<file path="src/rtl/uart_pkg.sv">
// Shared UART definitions: receiver state encoding, frame width and the baud divider helper.
package uart_pkg;

    localparam int unsigned DATA_BITS = 8;

    typedef enum logic [2:0] {
        IDLE,
        START,
        DATA,
        STOP,
        BREAK
    } rx_state_t;

    // Rounded clocks-per-tick: round(clk_hz / (baud * os)).
    function automatic int unsigned calc_div(input int unsigned clk_hz,
                                             input int unsigned baud,
                                             input int unsigned os);
        int unsigned den;
        den = baud * os;
        return (clk_hz + den / 2) / den;
    endfunction

endpackage

</file>
<file path="src/rtl/sync_fifo.sv">
// Single-clock FIFO with a registered head word, full-width occupancy count and
// push acceptance on a full FIFO when the same cycle also pops.
module sync_fifo #(
    parameter  int unsigned WIDTH = 8,
    parameter  int unsigned DEPTH = 16,
    localparam int unsigned CW    = $clog2(DEPTH) + 1
) (
    input  logic             clk,
    input  logic             rst_n,
    input  logic             push,
    input  logic [WIDTH-1:0] wr_data,
    input  logic             pop,
    output logic [WIDTH-1:0] rd_data,
    output logic             valid,
    output logic [CW-1:0]    count,
    output logic             overrun_c
);

    localparam int unsigned AW = $clog2(DEPTH);

    logic [WIDTH-1:0] mem [DEPTH];
    logic [AW-1:0]    wr_ptr;
    logic [AW-1:0]    rd_ptr;
    logic [AW-1:0]    rd_ptr_d;
    logic [CW-1:0]    count_d;
    logic             empty;
    logic             full;
    logic             do_pop;
    logic             do_push;

    assign empty     = (count == '0);
    assign full      = (count == CW'(DEPTH));
    assign do_pop    = pop && !empty;
    assign do_push   = push && (!full || do_pop);
    assign overrun_c = push && !do_push;
    assign rd_ptr_d  = do_pop ? rd_ptr + AW'(1) : rd_ptr;
    assign count_d   = count + CW'(do_push) - CW'(do_pop);

    // Head register: bypass the incoming word when it lands in the slot that becomes the head.
    always_ff @(posedge clk or negedge rst_n) begin
        if (!rst_n) begin
            wr_ptr  <= '0;
            rd_ptr  <= '0;
            count   <= '0;
            valid   <= 1'b0;
            rd_data <= '0;
        end else begin
            if (do_push) begin
                wr_ptr <= wr_ptr + AW'(1);
            end
            rd_ptr <= rd_ptr_d;
            count  <= count_d;
            valid  <= (count_d != '0);
            if (do_push && (wr_ptr == rd_ptr_d)) begin
                rd_data <= wr_data;
            end else if (count_d != '0) begin
                rd_data <= mem[rd_ptr_d];
            end
        end
    end

    always_ff @(posedge clk) begin
        if (do_push) begin
            mem[wr_ptr] <= wr_data;
        end
    end

endmodule

</file>
<file path="src/rtl/uart_rx_fifo.sv">
// 8N1 UART receiver feeding a byte FIFO drained through a valid/ready stream;
// framing errors and dropped bytes are reported as single-cycle pulses.
module uart_rx_fifo
    import uart_pkg::*;
#(
    parameter  int unsigned CLK_HZ     = 50_000_000,
    parameter  int unsigned BAUD       = 115_200,
    parameter  int unsigned OVERSAMPLE = 16,
    parameter  int unsigned FIFO_DEPTH = 16,
    localparam int unsigned CW         = $clog2(FIFO_DEPTH) + 1
) (
    input  logic                 clk_clk,
    input  logic                 reset_reset_n,
    input  logic                 uart_rxd,
    output logic [DATA_BITS-1:0] rx_data,
    output logic                 rx_valid,
    input  logic                 rx_ready,
    output logic [CW-1:0]        rx_count,
    output logic                 frame_err,
    output logic                 overrun
);

    localparam int unsigned DIV = calc_div(CLK_HZ, BAUD, OVERSAMPLE);
    localparam int unsigned DW  = (DIV > 1) ? $clog2(DIV) : 1;
    localparam int unsigned OW  = $clog2(OVERSAMPLE);
    localparam int unsigned BW  = $clog2(DATA_BITS);

    if (DIV == 0) begin : g_bad_div
        $error("uart_rx_fifo: baud divider rounds to zero");
    end

    logic                 rxd_meta;
    logic                 rxs;
    logic                 rxs_q;
    logic [DW-1:0]        div_cnt;
    logic                 tick;
    rx_state_t            state, state_d;
    logic [OW-1:0]        os_cnt, os_cnt_d;
    logic [BW-1:0]        bit_cnt, bit_cnt_d;
    logic [DATA_BITS-1:0] shreg, shreg_d;
    logic                 frame_err_d;
    logic                 push_c;
    logic                 overrun_c;

    // Two-flop synchroniser plus one delayed copy for start-edge detection.
    always_ff @(posedge clk_clk or negedge reset_reset_n) begin
        if (!reset_reset_n) begin
            rxd_meta <= 1'b1;
            rxs      <= 1'b1;
            rxs_q    <= 1'b1;
        end else begin
            rxd_meta <= uart_rxd;
            rxs      <= rxd_meta;
            rxs_q    <= rxs;
        end
    end

    always_ff @(posedge clk_clk or negedge reset_reset_n) begin
        if (!reset_reset_n) begin
            div_cnt <= '0;
            tick    <= 1'b0;
        end else if (div_cnt == DW'(DIV - 1)) begin
            div_cnt <= '0;
            tick    <= 1'b1;
        end else begin
            div_cnt <= div_cnt + DW'(1);
            tick    <= 1'b0;
        end
    end

    always_ff @(posedge clk_clk or negedge reset_reset_n) begin
        if (!reset_reset_n) begin
            state     <= IDLE;
            os_cnt    <= '0;
            bit_cnt   <= '0;
            shreg     <= '0;
            frame_err <= 1'b0;
            overrun   <= 1'b0;
        end else begin
            state     <= state_d;
            os_cnt    <= os_cnt_d;
            bit_cnt   <= bit_cnt_d;
            shreg     <= shreg_d;
            frame_err <= frame_err_d;
            overrun   <= overrun_c;
        end
    end

    always_comb begin
        state_d     = state;
        os_cnt_d    = os_cnt;
        bit_cnt_d   = bit_cnt;
        shreg_d     = shreg;
        frame_err_d = 1'b0;
        push_c      = 1'b0;
        unique case (state)
            IDLE: begin
                if (rxs_q && !rxs) begin
                    os_cnt_d = '0;
                    state_d  = START;
                end
            end
            // Mid-start-bit check rejects glitches shorter than half a bit.
            START: begin
                if (tick) begin
                    if (os_cnt == OW'(OVERSAMPLE / 2 - 1)) begin
                        os_cnt_d  = '0;
                        bit_cnt_d = '0;
                        state_d   = rxs ? IDLE : DATA;
                    end else begin
                        os_cnt_d = os_cnt + OW'(1);
                    end
                end
            end
            DATA: begin
                if (tick) begin
                    if (os_cnt == OW'(OVERSAMPLE - 1)) begin
                        os_cnt_d  = '0;
                        shreg_d   = {rxs, shreg[DATA_BITS-1:1]};
                        bit_cnt_d = bit_cnt + BW'(1);
                        if (bit_cnt == BW'(DATA_BITS - 1)) begin
                            state_d = STOP;
                        end
                    end else begin
                        os_cnt_d = os_cnt + OW'(1);
                    end
                end
            end
            STOP: begin
                if (tick) begin
                    if (os_cnt == OW'(OVERSAMPLE - 1)) begin
                        os_cnt_d = '0;
                        if (rxs) begin
                            push_c  = 1'b1;
                            state_d = IDLE;
                        end else begin
                            frame_err_d = 1'b1;
                            state_d     = BREAK;
                        end
                    end else begin
                        os_cnt_d = os_cnt + OW'(1);
                    end
                end
            end
            // A held-low line reports one framing error, then waits for idle.
            BREAK: begin
                if (rxs) begin
                    state_d = IDLE;
                end
            end
            default: state_d = IDLE;
        endcase
    end

    sync_fifo #(
        .WIDTH (DATA_BITS),
        .DEPTH (FIFO_DEPTH)
    ) u_fifo (
        .clk       (clk_clk),
        .rst_n     (reset_reset_n),
        .push      (push_c),
        .wr_data   (shreg),
        .pop       (rx_ready),
        .rd_data   (rx_data),
        .valid     (rx_valid),
        .count     (rx_count),
        .overrun_c (overrun_c)
    );

endmodule
</file>
<file path="config.mk">
export PLATFORM = sky130hd
export DESIGN_NAME = uart_rx_fifo
export DESIGN_NICKNAME = d
export VERILOG_FILES = /design/src/rtl/uart_pkg.sv /design/src/rtl/sync_fifo.sv /design/src/rtl/uart_rx_fifo.sv
export SDC_FILE = /design/constraint.sdc
export NUM_CORES = 1
export LEC_CHECK = 0
export BUFFER_PORTS_ARGS = -buffer_cell sky130_fd_sc_hd__buf_2
export CAP_MARGIN = 20
export CORE_UTILIZATION = 52
export DETAILED_ROUTE_END_ITERATION = 10
export MAX_ROUTING_LAYER = met4
export PLACE_DENSITY = 0.8
export SETUP_SLACK_MARGIN = 0.1
export SYNTH_ARGS = -nofsm -noshare
export SYNTH_HDL_FRONTEND = slang
export SYNTH_SLANG_ARGS = --single-unit
</file>
<file path="constraint.sdc">
create_clock -name clk_clk -period 5.2 [get_ports clk_clk]
set_clock_uncertainty 0.1 [all_clocks]
set_input_delay 1.3 -clock clk_clk [delete_from_list [all_inputs] [get_ports clk_clk]]
set_output_delay 1.3 -clock clk_clk [all_outputs]
set_load 0.005 [all_outputs]
</file>
# --- Word-level counts from Yosys, hierarchy flattened ---
# Memory sizes are Yosys's and may differ from the RTL's. A register that Yosys moved wholly into a read port is not among the register bits.
# Cells that the tools add are included.
op_classes:
  n_mux: 36
  eq_ne: 20
  n_addsub: 7
  reduce_logical: 22
op_table:
  columns: ["operator", "count"]
  rows:
  - ["3-bit 2-to-1 mux", 14]
  - ["4-bit 2-to-1 mux", 6]
  - ["2-bit inequality test (second input constant)", 9]
  - ["3-bit case mux with 5 select lines", 1]
  - ["4-bit by 1-bit adder with 4-bit output (second input constant)", 3]
  - ["4-bit case mux with 3 select lines", 1]
  - ["1-bit 2-to-1 mux", 11]
  - ["5-bit equality test (second input constant)", 2]
  - ["9-bit AND reduction", 1]
  - ["3-bit by 2-bit equality test with 1-bit output (second input constant)", 2]
  - ["3-bit equality test (second input constant)", 2]
  - ["3-bit case mux with 2 select lines", 1]
  - ["5-bit by 1-bit adder with 5-bit output", 1]
  - ["5-bit by 1-bit adder with 5-bit output (second input constant)", 1]
  - ["1-bit logical AND", 5]
  - ["1-bit zero test", 5]
  - ["5-bit zero test", 1]
  - ["5-bit 2-to-1 mux", 1]
  - ["5-bit AND reduction", 1]
  - ["5-bit nonzero test", 1]
  - ["5-bit by 1-bit subtractor with 5-bit output", 1]
  - ["4-bit by 3-bit equality test with 1-bit output (second input constant)", 1]
  - ["4-bit equality test", 1]
  - ["4-bit equality test (second input constant)", 1]
  - ["other kinds (11)", 12]
totals:
  ramBits: 128
  word_cells: 101
  register_bits: 43
  inputBits: 4
  out_inout_bits: 16
  n_memories: 1
mem_list:
  columns: ["name", "words", "word_bits", "read_ports", "rd_ports_with_merged_regs", "write_ports", "line_no", "text"]
  rows:
  - ["u_fifo.mem", 16, 8, 1, 1, 1, "sync_fifo.sv:21", "logic [WIDTH-1:0] mem [DEPTH];"]

# --- Longest topological paths before layout ---
logic_depth:
  word_depth: 9
  depth_mapped: 17
  mapped_depth_nobuf: 16

# --- Cells and area by module ---
# Synthesis repeated with hierarchy kept, for this count alone.
hier_totals:
  cells_unflattened: 693
  area_unflattened_um2: 8913.5
by_module_without_submodules:
  columns: ["mod", "instances", "area_per_inst_um2", "cells_each", "seq_area_each_um2"]
  rows:
  - ["sync_fifo", 1, 7582.3, 580, 4394.2]
  - ["uart_rx_fifo", 1, 1331.3, 113, 729.4]

# --- Worst setup path before layout ---
# OpenSTA, ideal clock, no wires.
synth_path:
  path_type: "input to register"
  startpoint: "input port rx_ready"
  endpoint: "register u_fifo.rd_data[1] (read register of u_fifo.mem)"
  n_path_buf: 2
  setup_time_ps: 95
  cell_stages: 14
  required_time_ps: 5005
  setup_slack_ps: 1163
  t_arrival_ps: 3841
  cell_sequence: "buf_4 > nor2_1 > nand4_1 > and3_1 > buf_2 > ha_1 > fa_1 > a21oi_1 > o21bai_1 > xnor2_1 > nor3_1 > inv_1 > nand2_1 > o31ai_1"
synth_via:
  elab_chain_len: 7
  elab_cells_between_ends: 10
  cone_classes: "2 x add/sub; 1 x eq/ne; 1 x mux; 6 x reduce/logical"
synth_lines:
  columns: ["item", "line_no", "text"]
  rows:
  - ["from (decl)", "uart_rx_fifo.sv:17", "input logic rx_ready,"]
  - ["1-bit logical AND", "sync_fifo.sv:33", "assign do_pop = pop && !empty;"]
  - ["1-bit logical OR", "sync_fifo.sv:34", "assign do_push = push && (!full || do_pop);"]
  - ["1-bit logical AND", "sync_fifo.sv:34", null]
  - ["via u_fifo.do_push", "sync_fifo.sv:29", "logic do_push;"]
  - ["5-bit by 1-bit adder with 5-bit output", "sync_fifo.sv:37", "assign count_d = count + CW'(do_push) - CW'(do_pop);"]
  - ["5-bit by 1-bit subtractor with 5-bit output", "sync_fifo.sv:37", null]
  - ["via u_fifo.count_d[4]", "sync_fifo.sv:25", "logic [CW-1:0] count_d;"]
  - ["5-bit nonzero test", "sync_fifo.sv:56", "end else if (count_d != '0) begin"]
  - ["2-bit nonzero test (no line)", null, null]
  - ["to (decl)", "sync_fifo.sv:13", "output logic [WIDTH-1:0] rd_data,"]
# The timed path passes the listed nets, and every way through them passes these cells.
# A chain may end at the register's enable or synchronous reset.

# --- Worst setup path after layout ---
layout_path:
  startpoint: "register u_fifo.count[2]"
  endpoint: "register u_fifo.rd_data[5] (read register of u_fifo.mem)"
layout_via:
  elab_chain_len: 9
  elab_cells_between_ends: 14
  cone_classes: "2 x add/sub; 2 x eq/ne; 1 x mux; 9 x reduce/logical"
layout_lines:
  columns: ["item", "line_no", "text"]
  rows:
  - ["from (decl)", "sync_fifo.sv:15", "output logic [CW-1:0] count,"]
  - ["from (signal assigned)", "sync_fifo.sv:52", "count <= count_d;"]
  - ["5-bit zero test", "sync_fifo.sv:31", "assign empty = (count == '0);"]
  - ["1-bit zero test", "sync_fifo.sv:33", null]
  - ["1-bit logical AND", "sync_fifo.sv:33", null]
  - ["1-bit logical OR", "sync_fifo.sv:34", null]
  - ["1-bit logical AND", "sync_fifo.sv:34", null]
  - ["5-bit by 1-bit adder with 5-bit output", "sync_fifo.sv:37", null]
  - ["5-bit by 1-bit subtractor with 5-bit output (*)", "sync_fifo.sv:37", null]
  - ["via u_fifo.count_d[4]", "sync_fifo.sv:25", null]
  - ["5-bit nonzero test (*)", "sync_fifo.sv:56", null]
  - ["2-bit nonzero test (no line) (*)", null, null]
# Mark *: on every way through the listed nets, which the timed path passes. The rest lies on a longest branch.

==> metrics <==
Worst Setup End Kind=register; RSZ-0062 raised after global routing=no; Clock Tree Buf Depth=2; CP Class=register to register; initial antenna violation count=0; WL final=19500 um; Synth area leaders=edfxtp_1 (44%), dfrtp_1 (14%), a221oi_1 (8.5%); Final Hold Fails=0; # H-tree levels=4; Final HPWL DP=12700 um; synth-to-layout area growth=8.34%; largest net degree at the start of global routing=54; multi-input logic area=0.00314 mm^2; Crit path max-delay family=adder cells; Syn Std Cell Area=0.00869 mm^2; top sig layer=met4; Max Clk Rate=237 MHz; met3 WL post-DR=1340 um; Routed wire per std cell=22.1 um; Port Buffers=19; clock latency on the worst-skew pair=440 ps; Synth Instances=654; Slew headroom=27.3%; Critical Path Fanout Max=9; period utilization=81.3%; # diodes=0; Initial Utilization=53.9%; worst slew pin tran=1090 ps; Post-synth EDFFs=128; Synth warnings=0; Worst Hold Class=register to register; Die ar.=0.0172 mm^2; Max Slew Vio Count=0; post-route met1 wirelength=7820 um; drt initial violations=708; Yosys top cell area share=44.2%; vias per cell=6.75; first-pass GRT wire length=30300 um; power per cell area=508 mW/mm^2; core region area=0.0161 mm^2; Yosys reg bits=179; grt total ovfl=0; IO Count=20; slowest stage delay, CP=600 ps; CTS tree=done; maxcap violations=0; Buf/Inv on CP=4; CTS Buf Count=17; cell taking the most area after synthesis=edfxtp_1; Gates resized, CTS repair=0; Final nets=673; vias in the first global route=5657; row cnt=46; setup bufs post-CTS=0; cts hold-fix bufs=0; placed cell areas=0.00882 mm^2; RePlAce Congestion=0.812; Layout fillers=1231; met2 WL=9770 um; crit path cell chain=inv_1 -> ha_1 -> or4b_4 -> nand2_4 -> inv_2 -> ha_1 -> inv_1 -> ha_1 -> fa_1 -> a21oi_1 -> o21bai_1 -> xnor2_1 -> nor3_1 -> inv_1 -> nand2_1 -> o31ai_1; share of flip-flops with an asynchronous set or reset=28.5%; Die Span Y=131 um; Reg area=0.00513 mm^2; crit start category=register; Clock Pin Slew Worst Setup and Hold Paths=70 ps; DRC=0; Mapped Avg Cell Area=13.3 um^2; VDD IR max=0.417 mV; DRT Pass-1 Iters=5; vias=5951; WP data arrival=4450 ps; clock tree root driver cell=clkbuf_16; total power=4.78 mW; fraction of layout cells with a size suffix above 1=14.1%; Lkg Pwr=3.63 nW; CTS sink cnt=179; count of different cell masters after synthesis=68; post-route minimum period=4230 ps; Worst path slowest cell=xnor2_1; Sum Neg Setup Slack=0 ps; post-route cell area=0.00941 mm^2; Antenna Nets Post-Route=0; Total GRT Usage=23.9%; Critical Path RT=5430 ps; Die Wd=131 um; Top FF cell, synth=edfxtp_1; sequential element share of the synthesized area=59.0%; outcome=completed; setup violators final=0; Net Count, Synth=675
flip-flops by register name, summed over array words and instances (netlist names):
name	cells
u_fifo.rd_data	8
shreg	8
div_cnt	5
state	3
u_fifo.wr_ptr	4
u_fifo.count	5
frame_err	1
rxd_meta	1
rxs	1
os_cnt	4
u_fifo.rd_ptr	4
overrun	1
bit_cnt	3
rxs_q	1
u_fifo.mem	128
tick	1
u_fifo.valid	1
cell families after synthesis:
group | after synthesis | share of synthesized area, %
AOI/OAI and AO/OA | 179 | 16.7
DFF | 179 | 59.0
and+or+nand+nor | 123 | 7.17
buffers and inverters | 80 | 4.95
muxes | 58 | 7.71
xor gates and xnor gates | 18 | 1.97
adders and majority gates | 17 | 2.53
layer usage:
layer,GRT usage (%),up-vias
li1,-,2633
met1,29.3,2992
met2,37.8,282
met3,5.71,44
met4,10.3,0
met5,-,-
final timing paths:
path	start	slack [ps]	cells after the start	endpoint
max in group asynchronous	reset_reset_n	3730	2	rxs$_DFF_PN1_
hold / removal	rxd_meta$_DFF_PN1_	260	0	rxs$_DFF_PN1_
setup reg to reg	u_fifo.count[2]$_DFF_PN0_	970	16	u_fifo.rd_data[5]$_DFFE_PN0P_
hold reg to reg	rxd_meta$_DFF_PN1_	260	0	rxs$_DFF_PN1_
setup / recovery	u_fifo.count[2]$_DFF_PN0_	970	16	u_fifo.rd_data[5]$_DFFE_PN0P_
min in group asynchronous	reset_reset_n	680	1	os_cnt[2]$_DFFE_PN0P_
cell type report:
type | count | share of cell area (%)
sequential | 179 | 54.5
clock buffer | 18 | 4.56
clock inverter | 14 | 1.50
tap | 216 | 2.87
inverter | 29 | 1.16
multi-input combinational | 395 | 33.4
timing repair buffer | 30 | 2.02
cells in the mapped netlist (3+ instances only):
cell       count
nor3_1         8
dfstp_2        3
ha_1          16
xor2_1         6
or3_1          3
nor4_1        11
a21oi_1        6
nand4_1        6
mux2_2        11
mux2i_1       41
buf_1          6
nor2_1        47
buf_2         14
edfxtp_1     128
xnor2_1       11
nand2_1       19
o32ai_1        3
o22ai_1       15
o21ai_0       17
dfrtp_1       48
o2111ai_1      3
a311oi_1       4
inv_1         26
buf_6          6
o221ai_1      14
nand3_1        7
mux4_2         6
a221oi_1      84
o31ai_1       14
buf_4         11
nand2b_1       8
clkbuf_1      10
cell usage in the layout, fill, tap and decap left out, types with 16 or more instances in the layout:
cell type,n
nand2_1,19
mux2i_1,41
o21ai_0,17
nor2_1,47
buf_2,19
clkbuf_16,17
inv_1,26
ha_1,16
edfxtp_1,128
dfrtp_1,47
a221oi_1,84
where the power goes:
group | internal [mW] | switching [mW]
logic | 0.648 | 1.08
clock network | 0.673 | 0.572
registers | 1.61 | 0.197
metrics by stage:
stage	setup slack, ps	util, %	hold slack [ps]	cells
after floorplan	1160	-	245	654
after global placement	903	54.7	245	848
after detailed placement	685	54.7	253	848
after CTS	994	58.3	264	880
after global routing	689	58.4	267	881
final	974	58.4	261	881
(Power assumes the default switching activity.)
